===== src/rtl/ft_fifo_arbiter.sv =====
// FT2232H 245-synchronous FIFO bus sequencer: grants the shared bus per burst to
// RX (host -> FIFO A) or TX (FIFO B -> host) and decodes the bus and FIFO strobes.
module ft_fifo_arbiter #(
   parameter int DW        = 8,
   parameter int MAX_BURST = 64,
   parameter int TURN_CYC  = 1
) (
   input  logic          clk,
   input  logic          rst,
   input  logic          rxf_n,
   input  logic          txe_n,
   input  logic          ffa,
   input  logic          efb_n,
   input  logic [DW-1:0] ft_din,
   output logic [DW-1:0] ft_dout,
   output logic          ft_drive,
   output logic          ft_oe_n,
   output logic          ft_rd_n,
   output logic          ft_wr_n,
   output logic          fa_wr,
   output logic [DW-1:0] fa_data,
   output logic          fb_rd,
   input  logic [DW-1:0] fb_data,
   output logic          rx_busy,
   output logic          tx_busy
);

   localparam int CW = $clog2(MAX_BURST + 1);
   localparam int TW = $clog2(TURN_CYC + 1);

   typedef enum logic [2:0] {
      S_IDLE,
      S_RX_OE,
      S_RX_RD,
      S_TX,
      S_TURN
   } state_t;

   state_t        state_reg, state_next;
   logic [CW-1:0] cnt_reg, cnt_next;
   logic [TW-1:0] turn_reg, turn_next;
   logic          last_grant_reg, last_grant_next;   // 1 = TX had the last grant

   logic          rx_ok, tx_ok;
   logic [CW-1:0] cnt_inc;
   logic          burst_last;

   assign rx_ok      = ~rxf_n & ~ffa;
   assign tx_ok      = ~txe_n & efb_n;
   assign cnt_inc    = cnt_reg + CW'(1);
   assign burst_last = (cnt_inc == CW'(MAX_BURST));

   assign ft_dout = fb_data;
   assign fa_data = ft_din;
   assign rx_busy = (state_reg == S_RX_OE) || (state_reg == S_RX_RD);
   assign tx_busy = (state_reg == S_TX);

   always_ff @(posedge clk) begin
      if (rst) begin
         state_reg      <= S_IDLE;
         cnt_reg        <= '0;
         turn_reg       <= '0;
         last_grant_reg <= 1'b1;
      end else begin
         state_reg      <= state_next;
         cnt_reg        <= cnt_next;
         turn_reg       <= turn_next;
         last_grant_reg <= last_grant_next;
      end
   end

   always_comb begin
      state_next      = state_reg;
      cnt_next        = cnt_reg;
      turn_next       = '0;
      last_grant_next = last_grant_reg;
      case (state_reg)
         S_IDLE: begin
            cnt_next = '0;
            if (rx_ok && (!tx_ok || last_grant_reg)) begin
               state_next      = S_RX_OE;
               last_grant_next = 1'b0;
            end else if (tx_ok) begin
               state_next      = S_TX;
               last_grant_next = 1'b1;
            end
         end
         S_RX_OE: state_next = S_RX_RD;
         S_RX_RD, S_TX: begin
            if ((state_reg == S_RX_RD) ? rx_ok : tx_ok) begin
               cnt_next = cnt_inc;
               if (burst_last) state_next = S_TURN;
            end else begin
               state_next = S_TURN;
            end
         end
         S_TURN: begin
            // The turnaround counter only advances here and is cleared everywhere else.
            if (turn_reg == TW'(TURN_CYC - 1)) state_next = S_IDLE;
            else turn_next = turn_reg + TW'(1);
         end
         default: state_next = S_IDLE;
      endcase
   end

   // Strobes decode registered state with live flags; reset overrides them at once.
   always_comb begin
      ft_oe_n  = 1'b1;
      ft_rd_n  = 1'b1;
      ft_wr_n  = 1'b1;
      fa_wr    = 1'b0;
      fb_rd    = 1'b0;
      ft_drive = 1'b0;
      if (!rst) begin
         case (state_reg)
            S_RX_OE: ft_oe_n = 1'b0;
            S_RX_RD: begin
               ft_oe_n = 1'b0;
               ft_rd_n = ~rx_ok;
               fa_wr   = rx_ok;
            end
            S_TX: begin
               ft_drive = 1'b1;
               ft_wr_n  = ~tx_ok;
               fb_rd    = tx_ok;
            end
            default: ;
         endcase
      end
   end

endmodule


===== config.mk =====
export PLATFORM = sky130hd
export DESIGN_NAME = ft_fifo_arbiter
export DESIGN_NICKNAME = d
export VERILOG_FILES = /design/src/rtl/ft_fifo_arbiter.sv
export SDC_FILE = /design/constraint.sdc
export NUM_CORES = 1
export LEC_CHECK = 0
export ABC_AREA = 1
export CAP_MARGIN = 10
export CORE_AREA = 5 5 53 55
export DETAILED_ROUTE_END_ITERATION = 8
export DIE_AREA = 0 0 58 60
export GPL_TIMING_DRIVEN = 0
export PLACE_DENSITY_LB_ADDON = 0.1
export SETUP_SLACK_MARGIN = 0.05
export SLEW_MARGIN = 20
export SYNTH_ARGS = -nofsm -noshare
export SYNTH_HDL_FRONTEND = slang
export SYNTH_SLANG_ARGS = --single-unit
export TNS_END_PERCENT = 50

===== constraint.sdc =====
create_clock -name clk -period 2.6 [get_ports clk]
set_input_delay 0.52 -clock clk [delete_from_list [all_inputs] [get_ports clk]]
set_output_delay 0.52 -clock clk [all_outputs]
set_load 0.05 [all_outputs]

== Word level (Yosys, flattened, before mapping) ==
Cells that the tools add are included.
Word-level totals
  input port bits: 22
  word-level logic and storage cells: 60
  output and inout bits: 24
  flip-flop bits (word level): 12
Operators by class
  reduce and logical (&&, ||, !) cells: 13
  muxes and demuxes: 23
  equal/unequal tests: 9
  bitwise logic cells: 9
  $add $sub $neg: 2
Operators by type and width (number)
  1-bit 2-to-1 mux: 15
  3-bit 2-to-1 mux: 5
  7-bit case mux with 2 select lines: 1
  3-bit case mux with 4 select lines: 1
  7-bit by 1-bit adder with 7-bit output (second input constant): 1
  7-bit == test (second input constant): 1
  7-bit 2-to-1 mux: 1
  1-bit NOT: 7
  3-bit by 2-bit == test with 1-bit output (second input constant): 2
  3-bit != test (second input constant): 2
  2-bit != test (second input constant): 2
  2-bit AND reduction: 2
  2-bit nonzero test: 2
  2-bit OR reduction: 2
  3-bit by 1-bit == test with 1-bit output (second input constant): 1
  3-bit == test (second input constant): 1
  3-bit zero test: 1
  3-bit AND reduction: 1
  3-bit OR reduction: 1
  1-bit AND: 2
  1-bit logical OR: 2
  1-bit adder (second input constant): 1
  1-bit logical AND: 1
  1-bit zero test: 1

== Depth between registers and ports, before layout ==
Gate-level depths: netlist of run 1.
  depth in word-level cells: 7
  depth in mapped cells: 11
  gate-level depth less buffers: 11

== Least setup slack after synthesis of run 1 ==
OpenSTA, ideal clock, no wires.
  path type: register to output
  start point: register state_reg[2]
  end point: output port ft_wr_n
  arrival time: 2.273 ns
  stages on the path, launching flop included: 7
  setup slack: -0.193 ns
  buffers on the path: 0
  cell sequence: dfxtp_1 -> inv_2 -> nand2_4 -> nor2_2 -> nand2_1 -> nor2_1 -> inv_1
On the way
  longest elaborated chain between the ends: 3
Ends and longest elaborated chain
  start, declared: line 39  | state_t state_reg, state_next;
  start signal, assigned: line 65  | state_reg <= state_next;
  3-bit by 2-bit == test with 1-bit output
  via tx_busy: line 25  | output logic tx_busy
  1-bit 2-to-1 mux: line 115  | case (state_reg)
  1-bit 2-to-1 mux: line 114  | if (!rst) begin
  end, declared: line 19  | output logic ft_wr_n,
The timed path passes the listed nets, and every way through them passes these cells.

== Final worst setup path of run 1 ==
  start point: register state_reg[2]
  end point: output port rx_busy
On the way
  longest elaborated chain between the ends: 2
  elaborated cells between the ends (all ways): 3
  those cells by class: eq/ne: 2; reduce/logical: 1
Ends and longest elaborated chain
  3-bit by 1-bit == test with 1-bit output / 3-bit by 2-bit == test with 1-bit output (equally long branches): line 55  | assign rx_busy = (state_reg == S_RX_OE) || (state_reg == S_RX_RD);
  1-bit logical OR *: line 55
  end, declared: line 24  | output logic rx_busy,
Mark *: on every way between the ends. The rest lies on a longest branch, timed or not.

==> summary.md, run 1 <==
| Metric | Value |
|---|---|
| Status | completed |
| Most numerous cell in the Yosys netlist | nand2_1 |
| Area Growth Syn to Fin | 40.09% |
| Kind of critical path | flop to primary output |
| Startpoint types | flop |
| Post-route setup slack | 0.1552 ns |
| Filler Cell Count | 252 |
| Worst Hold Depth | 2 |
| Die area | 3480 µm² |
| WL per Instance | 10.69 µm |
| Crit share post-route | 94.03% |
| Skew-Pair Late Insertion Delay | approximately 0.27 ns |
| Largest net degree at the start of global routing | 11 |
| Reg clk slew, reported paths | 0.08 ns |
| Crit path max fanout | 6 |
| Core area | approximately 2300 µm² |
| RePlAce Congestion | 0.8072 |
| Layout cell share with drive strength beyond 1 | roughly a quarter |
| Final core utilization | 51.71% |
| Worst Hold End | cnt_reg[1] |
| Min Tclk post-route | 2.445 ns |
| Vert. Die Dim | 60 µm |
| RSZ-0062 raised after global routing | no |
| Diodes inserted | 0 |
| Pre-CTS setup slack | -0.1593 ns |
| Leakage | roughly 0.54 nW |
| Initial antenna violation count | 0 |
| Number of synthesized register bits | 12 |
| Die X | 58 µm |
| Clock Skews | about 0.0022 ns |
| Placed cells | 181 |
| Yosys warning count | 0 |
| Post-synth top area cell | dfxtp_1 |
| Post-Layout Cell Count | approximately 190 |
| Finished Cell Area | roughly 1200 µm² |
| CP endpoint kind | primary output |
| RR Endpoint | state_reg[0] |
| Remaining Overflow, GRT | 0 |
| Sequential fraction of the synthesis area | between 20% and 30% |
| Yosys top cell area share | roughly 28% |
| Final Slew Violations | 0 |
| FF-to-FF path depth | 11 |
| First-pass GRT wire length | 3.056 mm |
| Cells after synthesis | ~120 |
| Average size of a mapped cell | roughly 7.0 µm² |
| Max VDD drop | roughly 0.61 mV |
| I/O Buffers | 28 |
| Top_reg_cell synth | dfxtp_1 |
| CTS tree | yes |
| Initial Utilization | 36.91% |
| First-pass DRT Iterations | 4 |
| Worst Hold Class | flop to flop |
| H-tree depth | 1 |
| Pwr Density | ~880 nW/µm² |
| GR Util All Layers | 11.00% |
| Area after DPL | 1185 µm² |
| Detailed-route via count | between 800 and 900 |
| Ports | between 40 and 50 |
| Ys async rst share | 0% |
| WP data arrival | 1.92 ns |
| Clk sinks | 12 |
| Max-Cap Viols | 0 |
| Worst R2R Start | cnt_reg[0] |
| FF+latch area | 240.2 µm² |
| Post-synth top cells | nand2_1, buf_4, inv_1, nand3_1, dfxtp_1 |
| Multi-input logic area | 439.2 µm² |
| Dpl hpwl | 1.631 mm |
| Row cnt | 18 |
| Detail Route Antenna Nets | 0 |
| Setup-failing EPs final | 0 |
| Start point of the worst hold path | cnt_reg[1] |
| Post-CTS Hold Fix Bufs | 0 |
| Worst R2R Setup Slack | ~1.1 ns |
| Slew margin rel. | 66.63% |
| Final wirelength | about 2 mm |
| Syn nets | 146 |
| Vias per inst | 4.503 |
| Root Buffer | clkbuf_4 |
| Largest register FFs | 7 |
| Post-synthesis cell type count | 29 |
| Worst-case clock buffer depth | 2 |
| Worst-Margin Slew | 0.4990 ns |
| Num CTS Buffers | 3 |
| Synth top area cells | dfxtp_1, buf_4, nand2_1, nand3_1, inv_1 |
| Initial DRC count | 11 |
| Final TNS setup | 0 ns |
| Max Fclk | 409.0 MHz |
| # Post-CTS Setup Buffers | 0 |
| Drt drc | 0 |
| Number of flops mapped to enable cells by yosys | 0 |
| Final nets | 179 |
| Worst path required time | between 2 and 2.5 ns |
| Post-Syn Area | roughly 860 µm² |
| Hold Vio Cnt, Final | 0 |
| Vias in the first global route | 765 |
## layer usage
metal  track usage [%]  up-vias  routed length, µm  share of wire [%]
li1                  -      445                  -                  -
met1             12.84      369                863                 44
met2             19.84       17               1013                 51
met3             2.160        2                 91                4.6
met5                 0        -                  0                  0
met4             3.974        0                 10               0.51
## worst max-delay path, cell delays in order, from the launching register on
cell and delay (ns):
dfxtp_1 0.40, inv_2 0.08, nand2_4 0.10, nor2_1 0.06, or2_2 0.31, clkdlybuf4s50_1 0.70
## metrics by stage
stage	total power, mW	hold slack [ns]
finish	1.062	0.4916
global route	1.137	0.5233
CTS	1.068	0.4912
detailed placement	0.9204	0.4786
global placement	0.9164	0.4764
floorplan	0.7733	0.4609
## area by class of cell
type	instances	area share [%]
Multi-Input combinational cell	79	36.26
Timing Repair Buffer	28	22.31
Sequential cell	12	19.83
Buffer	18	11.16
Inverter	14	4.339
Tap cell	30	3.099
Clock buffer	4	2.996
## cell usage in the layout, fill, tap and decap left out, drive strengths merged, types with 2 or more instances in the layout
| cell | count |
|---|---|
| a21oi | 10 |
| nor3 | 2 |
| nand2 | 23 |
| o21ai | 6 |
| buf | 17 |
| nand3 | 15 |
| clkbuf | 6 |
| clkdlybuf4s50 | 23 |
| dlygate4sd2 | 4 |
| nor2 | 13 |
| inv | 14 |
| dfxtp | 12 |
## worst max-delay path by stage
stage | startpoint | to | slack (ns) | depth (start not counted)
after floorplan | state_reg[2] | ft_wr_n | 0.11 | 6
after global placement | efb_n | fb_rd | -0.15 | 6
after detailed placement | efb_n | fb_rd | -0.16 | 6
after CTS | efb_n | fb_rd | 0.12 | 6
after global routing | efb_n | ft_wr_n | 0.06 | 7
final | state_reg[2] | rx_busy | 0.16 | 5
## where the power goes
part,switching (mW),leakage (nW),internal [mW]
registers,0.0410,0.0983,0.227
logic,0.408,0.424,0.237
clock network,0.0638,0.0210,0.0850
## timing repair
item                                    CTS  global route
pin swaps                                 0             0
hold endpoints to repair                  0             0
gates cloned                              0             0
resized for setup                         5             2
endpoints found under the setup margin    5             1
## cells by family after synthesis
logic type               Yosys count  share of synthesized area, %
buffers and inverters             32                         21.71
AND/OR/NAND/NOR                   55                         31.40
AO/OA/AOI/OAI                     21                         16.21
flip-flops                        12                         27.79
other                              1                        0.4337
XOR/XNOR                           1                         1.013
adder cells (fa/ha/maj)            1                         1.447
No activity file was read; power rests on OpenSTA's default activity.
==> run 2: changes to the inputs <==
--- a/config.mk
+++ b/config.mk
@@ -11,10 +11,9 @@
 export DETAILED_ROUTE_END_ITERATION = 8
 export DIE_AREA = 0 0 58 60
 export GPL_TIMING_DRIVEN = 0
-export PLACE_DENSITY_LB_ADDON = 0.1
+export PLACE_DENSITY = 0.9
 export SETUP_SLACK_MARGIN = 0.05
 export SLEW_MARGIN = 20
 export SYNTH_ARGS = -nofsm -noshare
 export SYNTH_HDL_FRONTEND = slang
 export SYNTH_SLANG_ARGS = --single-unit
-export TNS_END_PERCENT = 50
==> run 2 against run 1 <==
Effect of this change:
- die area unchanged
- count of clock-buffer cells in the layout unchanged
- clock skew about the same
- total power up 1.4%
- sequential cell count unchanged
- via count up 8.9%
- sequential power about the same
- sequential share of layout area down 0.061 points
- global-route usage up 2.3 points
- cell count unchanged
==> summary.md, run 2 (synthesis gave the netlist of run 1 again) <==
| Metric | Value |
|---|---|
| Worst R2R Setup Slack | 1.01 ns |
| Final Slew Violations | 0 |
| Worst path required time | 2.08 ns |
| Hold Vio Cnt, Final | 0 |
| Kind of critical path | input port to primary output |
| Largest net degree at the start of global routing | 11 |
| Most common cell after layout, fill and taps aside | clkdlybuf4s50_1 |
| Start point of the worst hold path | cnt_reg[1] |
| Initial Utilization | 36.91% |
| Worst Hold Class | flop to flop |
| Worst-Margin Slew | 0.4987 ns |
| Root Buffer | clkbuf_4 |
| FF-to-FF path depth | 11 |
| WP data arrival | 1.95 ns |
| Max-Cap Viols | 0 |
| Remaining Overflow, GRT | 0 |
| Worst Hold Depth | 2 |
| RePlAce Congestion | 0.8570 |
| Startpoint types | input port |
| Layout cell share with drive strength beyond 1 | 25.16% |
| Final nets | approximately 180 |
| Post-Layout Cell Count | between 150 and 200 |
| Clk sinks | 12 |
| Final core utilization | 51.87% |
| Vert. Die Dim | 60 µm |
| Initial DRC count | 23 |
| Min Tclk post-route | 2.472 ns |
| Slew margin rel. | 66.65% |
| Clk network pwr share | between 10% and 20% |
| Detailed-route via count | 907 |
| Pwr Density | about 890 nW/µm² |
| Crit path max fanout | 3 |
| Diodes inserted | 0 |
| GR Util All Layers | 13.26% |
| Die area | ~3500 µm² |
| Hold slack | between 0.5 and 0.6 ns |
| First-pass GRT wire length | 3.553 mm |
| Worst Hold End | cnt_reg[1] |
| Placed cells | between 150 and 200 |
| Reg clk slew, reported paths | 0.08 ns |
| Final TNS setup | 0 ns |
| Clock Skews | 0.001735 ns |
| RSZ-0062 raised after global routing | no |
| CP endpoint kind | primary output |
| Dpl hpwl | 1.751 mm |
| Core area | 2342 µm² |
| Int Power | about 0.55 mW |
| Most frequent cells in the layout | clkdlybuf4s50_1, nand2_1, buf_4, inv_1, nand3_1 |
| Ports | between 40 and 50 |
| Status | completed |
| Skew-Pair Late Insertion Delay | 0.28 ns |
| First-pass DRT Iterations | 4 |
| RR Endpoint | state_reg[0] |
| Row cnt | 18 |
| Total power | 1.076 mW |
| Area Growth Syn to Fin | 40.52% |
| Leakage | ~0.55 nW |
| Worst R2R Start | cnt_reg[0] |
| Seq pwr share | approximately 25% |
| Switching power | 0.5283 mW |
| Max VDD drop | 0.5128 mV |
| Detail Route Antenna Nets | 0 |
| Post-CTS Hold Fix Bufs | 0 |
| Post_cts resized | 5 |
| Filler Cell Count | 237 |
| CTS tree | yes |
| Final wirelength | 2.221 mm |
| Logic pwr share | around three fifths |
| H-tree depth | 1 |
| WL per Instance | 12.01 µm |
| Worst-case clock buffer depth | 2 |
| Drt drc | 0 |
| Die X | 58 µm |
| I/O Buffers | 28 |
| # Post-CTS Setup Buffers | 0 |
| Switching part of the total | 49.09% |
| Num CTS Buffers | 3 |
| Crit share post-route | 95.08% |
| Max Fclk | 404.5 MHz |
| Vias per inst | 4.903 |
| Vias in the first global route | 857 |
| Setup-failing EPs final | 0 |
| Largest register FFs | 7 |
| Initial antenna violation count | 0 |
## run 2: cell count changes in the layout (fill, tap and decap cells not counted), sizes merged
cell and change:
clkdlybuf4s15 +1, clkdlybuf4s50 -1, dlygate4sd2 -1, dlymetal6s2s +1
## run 2: worst max path at each step
stage               slack [ns]  cells after the start          from      end
global placement         -0.16                      6         efb_n    fb_rd
floorplan                 0.11                      6  state_reg[2]  ft_wr_n
global route              0.06                      5           ffa    fa_wr
finish                    0.13                      5           ffa    fa_wr
CTS                        0.1                      6         efb_n    fb_rd
detailed placement       -0.17                      6         efb_n    fb_rd
## run 2: power by group through the flow
stage | clock network [mW] | logic [mW] | registers, mW
3_3_place_gp | 0 | 0.637 | 0.267
5_1_grt | 0.168 | 0.711 | 0.272
4_1_cts | 0.153 | 0.659 | 0.267
6_report | 0.153 | 0.656 | 0.268
2_1_floorplan | 0 | 0.512 | 0.261
3_5_place_dp | 0 | 0.655 | 0.271
## run 2: routing by layer
| metal | vias to the layer above | global-route usage (%) | routed length [µm] |
|---|---|---|---|
| li1 | 447 | - | - |
| met4 | 0 | 5.960 | 49 |
| met2 | 53 | 24.19 | 1122 |
| met3 | 8 | 4.752 | 206 |
| met1 | 399 | 13.53 | 842 |
| met5 | - | 0 | 0 |
## run 2: cell type report
type	instances	area [µm²]	area share, %
repair buffers	28	274.0	22.55
multi-input cells	79	439.2	36.15
clock buffers	4	36.28	2.987
plain buffers	18	135.1	11.12
inverters	14	52.55	4.325
flip-flops and latches	12	240.2	19.77
well taps	30	37.54	3.090
## run 2: stage by stage
stage / area (µm²) / worst slack, ns
floorplan: 867.1 / 0.1125
global placement: 1185 / -0.1562
detailed placement: 1185 / -0.1709
CTS: 1215 / 0.09944
global route: 1215 / 0.05675
finish: 1215 / 0.1280
## run 2: worst max-delay path, cell delays in order
cell and delay (ns):
clkdlybuf4s50_1 0.40, nor2_1 0.22, nand2_1 0.16, nor2_1 0.14, clkdlybuf4s15_1 0.52
==> run 3: changes to the inputs <==
--- a/config.mk
+++ b/config.mk
@@ -6,12 +6,12 @@
 export NUM_CORES = 1
 export LEC_CHECK = 0
 export ABC_AREA = 1
-export CAP_MARGIN = 10
-export CORE_AREA = 5 5 53 55
+export CAP_MARGIN = 25
+export CORE_AREA = 5 5 54 56
 export DETAILED_ROUTE_END_ITERATION = 8
-export DIE_AREA = 0 0 58 60
+export DIE_AREA = 0 0 59 61
 export GPL_TIMING_DRIVEN = 0
-export PLACE_DENSITY = 0.9
+export PLACE_DENSITY = 0.87
 export SETUP_SLACK_MARGIN = 0.05
 export SLEW_MARGIN = 20
 export SYNTH_ARGS = -nofsm -noshare
==> constraint.sdc (replaced) <==
create_clock -name clk -period 2.7 [get_ports clk]
set_input_delay 0.54 -clock clk [delete_from_list [all_inputs] [get_ports clk]]
set_output_delay 0.54 -clock clk [all_outputs]
set_load 0.05 [all_outputs]
==> run 3 against run 2 <==
Effect of this change:
- wire length shrank 6.5%
- hold slack lost 0.015 ns
- total power shrank 4.3%
- highest routed layer unchanged
- register-to-register slack gained 0.18 ns
- setup slack gained 0.0092 ns
- first-iteration DRC count shrank 35%
- largest power group unchanged
- via count shrank 3.9%
- sequential cell count is the same
- sequential share of layout area is essentially flat
==> summary.md, run 3 (synthesis gave the netlist of run 1 again) <==
| Metric | Value |
|---|---|
| Status | completed |
| Drt drc | 0 |
| CP endpoint kind | primary output |
| Die area | 3599 µm² |
| Worst-Margin Slew | 0.5067 ns |
| Die X | around 60 µm |
| Kind of critical path | input port to primary output |
| Filler Cell Count | 241 |
| RePlAce Congestion | 0.8488 |
| Largest net degree at the start of global routing | 11 |
| Vert. Die Dim | 61 µm |
| Most common cell after layout, fill and taps aside | clkdlybuf4s50_1 |
| Initial Utilization | 36.22% |
| I/O Buffers | 28 |
| GR Util All Layers | 11.85% |
| FF-to-FF path depth | 11 |
| RSZ-0062 raised after global routing | no |
| Final core utilization | 50.94% |
| Worst Hold Class | flop to flop |
| Most frequent cells in the layout | clkdlybuf4s50_1, nand2_1, buf_4, inv_1, nand3_1 |
| Clk sinks | 12 |
| Root Buffer | clkbuf_4 |
| CTS tree | yes |
| Worst Hold Depth | 2 |
| Vias per inst | 4.714 |
| WL per Instance | 11.23 µm |
| First-pass GRT wire length | 3.277 mm |
| Area Growth Syn to Fin | 40.67% |
| Pwr Density | 847.1 nW/µm² |
| Final nets | 179 |
| Clock Skews | roughly 0.011 ns |
| Final Slew Violations | 0 |
| Min Tclk post-route | about 2.6 ns |
| WP data arrival | 2.02 ns |
| Crit share post-route | 94.92% |
| Row cnt | 18 |
| Largest register FFs | 7 |
| Ports | 46 |
| Max VDD drop | about 0.67 mV |
| Max Fclk | 390.2 MHz |
| Finished Cell Area | approximately 1200 µm² |
| Hold slack | 0.4889 ns |
| Detailed-route via count | 872 |
| Crit path max fanout | 3 |
| # Post-CTS Setup Buffers | 0 |
| Hold Vio Cnt, Final | 0 |
| Detail Route Antenna Nets | 0 |
| Layout cell share with drive strength beyond 1 | 24.52% |
| Core area | between 2000 and 2500 µm² |
| H-tree depth | 1 |
| Slew margin rel. | 66.11% |
| Vias in the first global route | roughly 820 |
| Startpoint types | input port |
| Post-CTS Hold Fix Bufs | 0 |
| Skew-Pair Late Insertion Delay | 0.28 ns |
| First-pass DRT Iterations | 4 |
| Initial antenna violation count | 0 |
| Setup-failing EPs final | 0 |
| Remaining Overflow, GRT | 0 |
| Num CTS Buffers | 3 |
| Diodes inserted | 0 |
| Final wirelength | 2.077 mm |
| Reg clk slew, reported paths | ~0.070 ns |
| Initial DRC count | 15 |
| Leakage | 0.5437 nW |
| Max-Cap Viols | 0 |
| Worst-case clock buffer depth | 2 |
| Dpl hpwl | 1.725 mm |
| Worst path required time | 2.16 ns |
| Area after DPL | 1185 µm² |
[run 3: power by group]
group,switching [mW],internal [mW],total (mW)
Combinational,0.396,0.228,0.625
Clock,0.0657,0.0821,0.148
Sequential,0.0392,0.218,0.258
[run 3: worst paths after layout]
path,start,endpoint,slack (ns)
max,efb_n,fb_rd,0.14
min reg2reg,cnt_reg[1],cnt_reg[1],0.49
min,cnt_reg[1],cnt_reg[1],0.49
max reg2reg,cnt_reg[0],state_reg[0],1.19
[run 3: per-stage QoR]
stage / power [mW] / worst slack, ns / instances / TNS, ns
floorplan: 0.7447 / 0.1925 / 123 / 0
global placement: 0.8708 / -0.1180 / 181 / -0.2298
detailed placement: 0.8924 / -0.1605 / 181 / -0.3792
CTS: 1.038 / 0.1065 / 185 / 0
global route: 1.108 / 0.06668 / 185 / 0
finish: 1.030 / 0.1372 / 185 / 0
[run 3: repair_timing]
item                       CTS  global route
cloned                       0             0
setup endpoints to repair    5             1
gates resized for setup      5             1
[run 3: critical path, cell delays in order]
cell             delay [ns]
clkdlybuf4s50_1        0.45
inv_1                  0.05
nor2_1                 0.19
nand2_1                0.16
nor2_2                 0.12
clkdlybuf4s15_1        0.51
[run 3: final cells by class]
type | count | area, µm² | area share, %
multi-input cells | 79 | 439.2 | 36.11
repair buffers | 28 | 275.3 | 22.63
flip-flops and latches | 12 | 240.2 | 19.75
plain buffers | 18 | 135.1 | 11.11
inverters | 14 | 52.55 | 4.321
well taps | 30 | 37.54 | 3.086
clock buffers | 4 | 36.28 | 2.984
[run 3: metal layers]
metal | global-route usage [%] | vias to the layer above | part of all wire [%] | wire length, µm
met3 | 4.255 | 2 | 9.1 | 190
li1 | - | 441 | - | -
met5 | 0 | - | 0 | 0
met2 | 20.66 | 38 | 52 | 1086
met1 | 13.07 | 391 | 38 | 780
met4 | 4.854 | 0 | 0.91 | 19
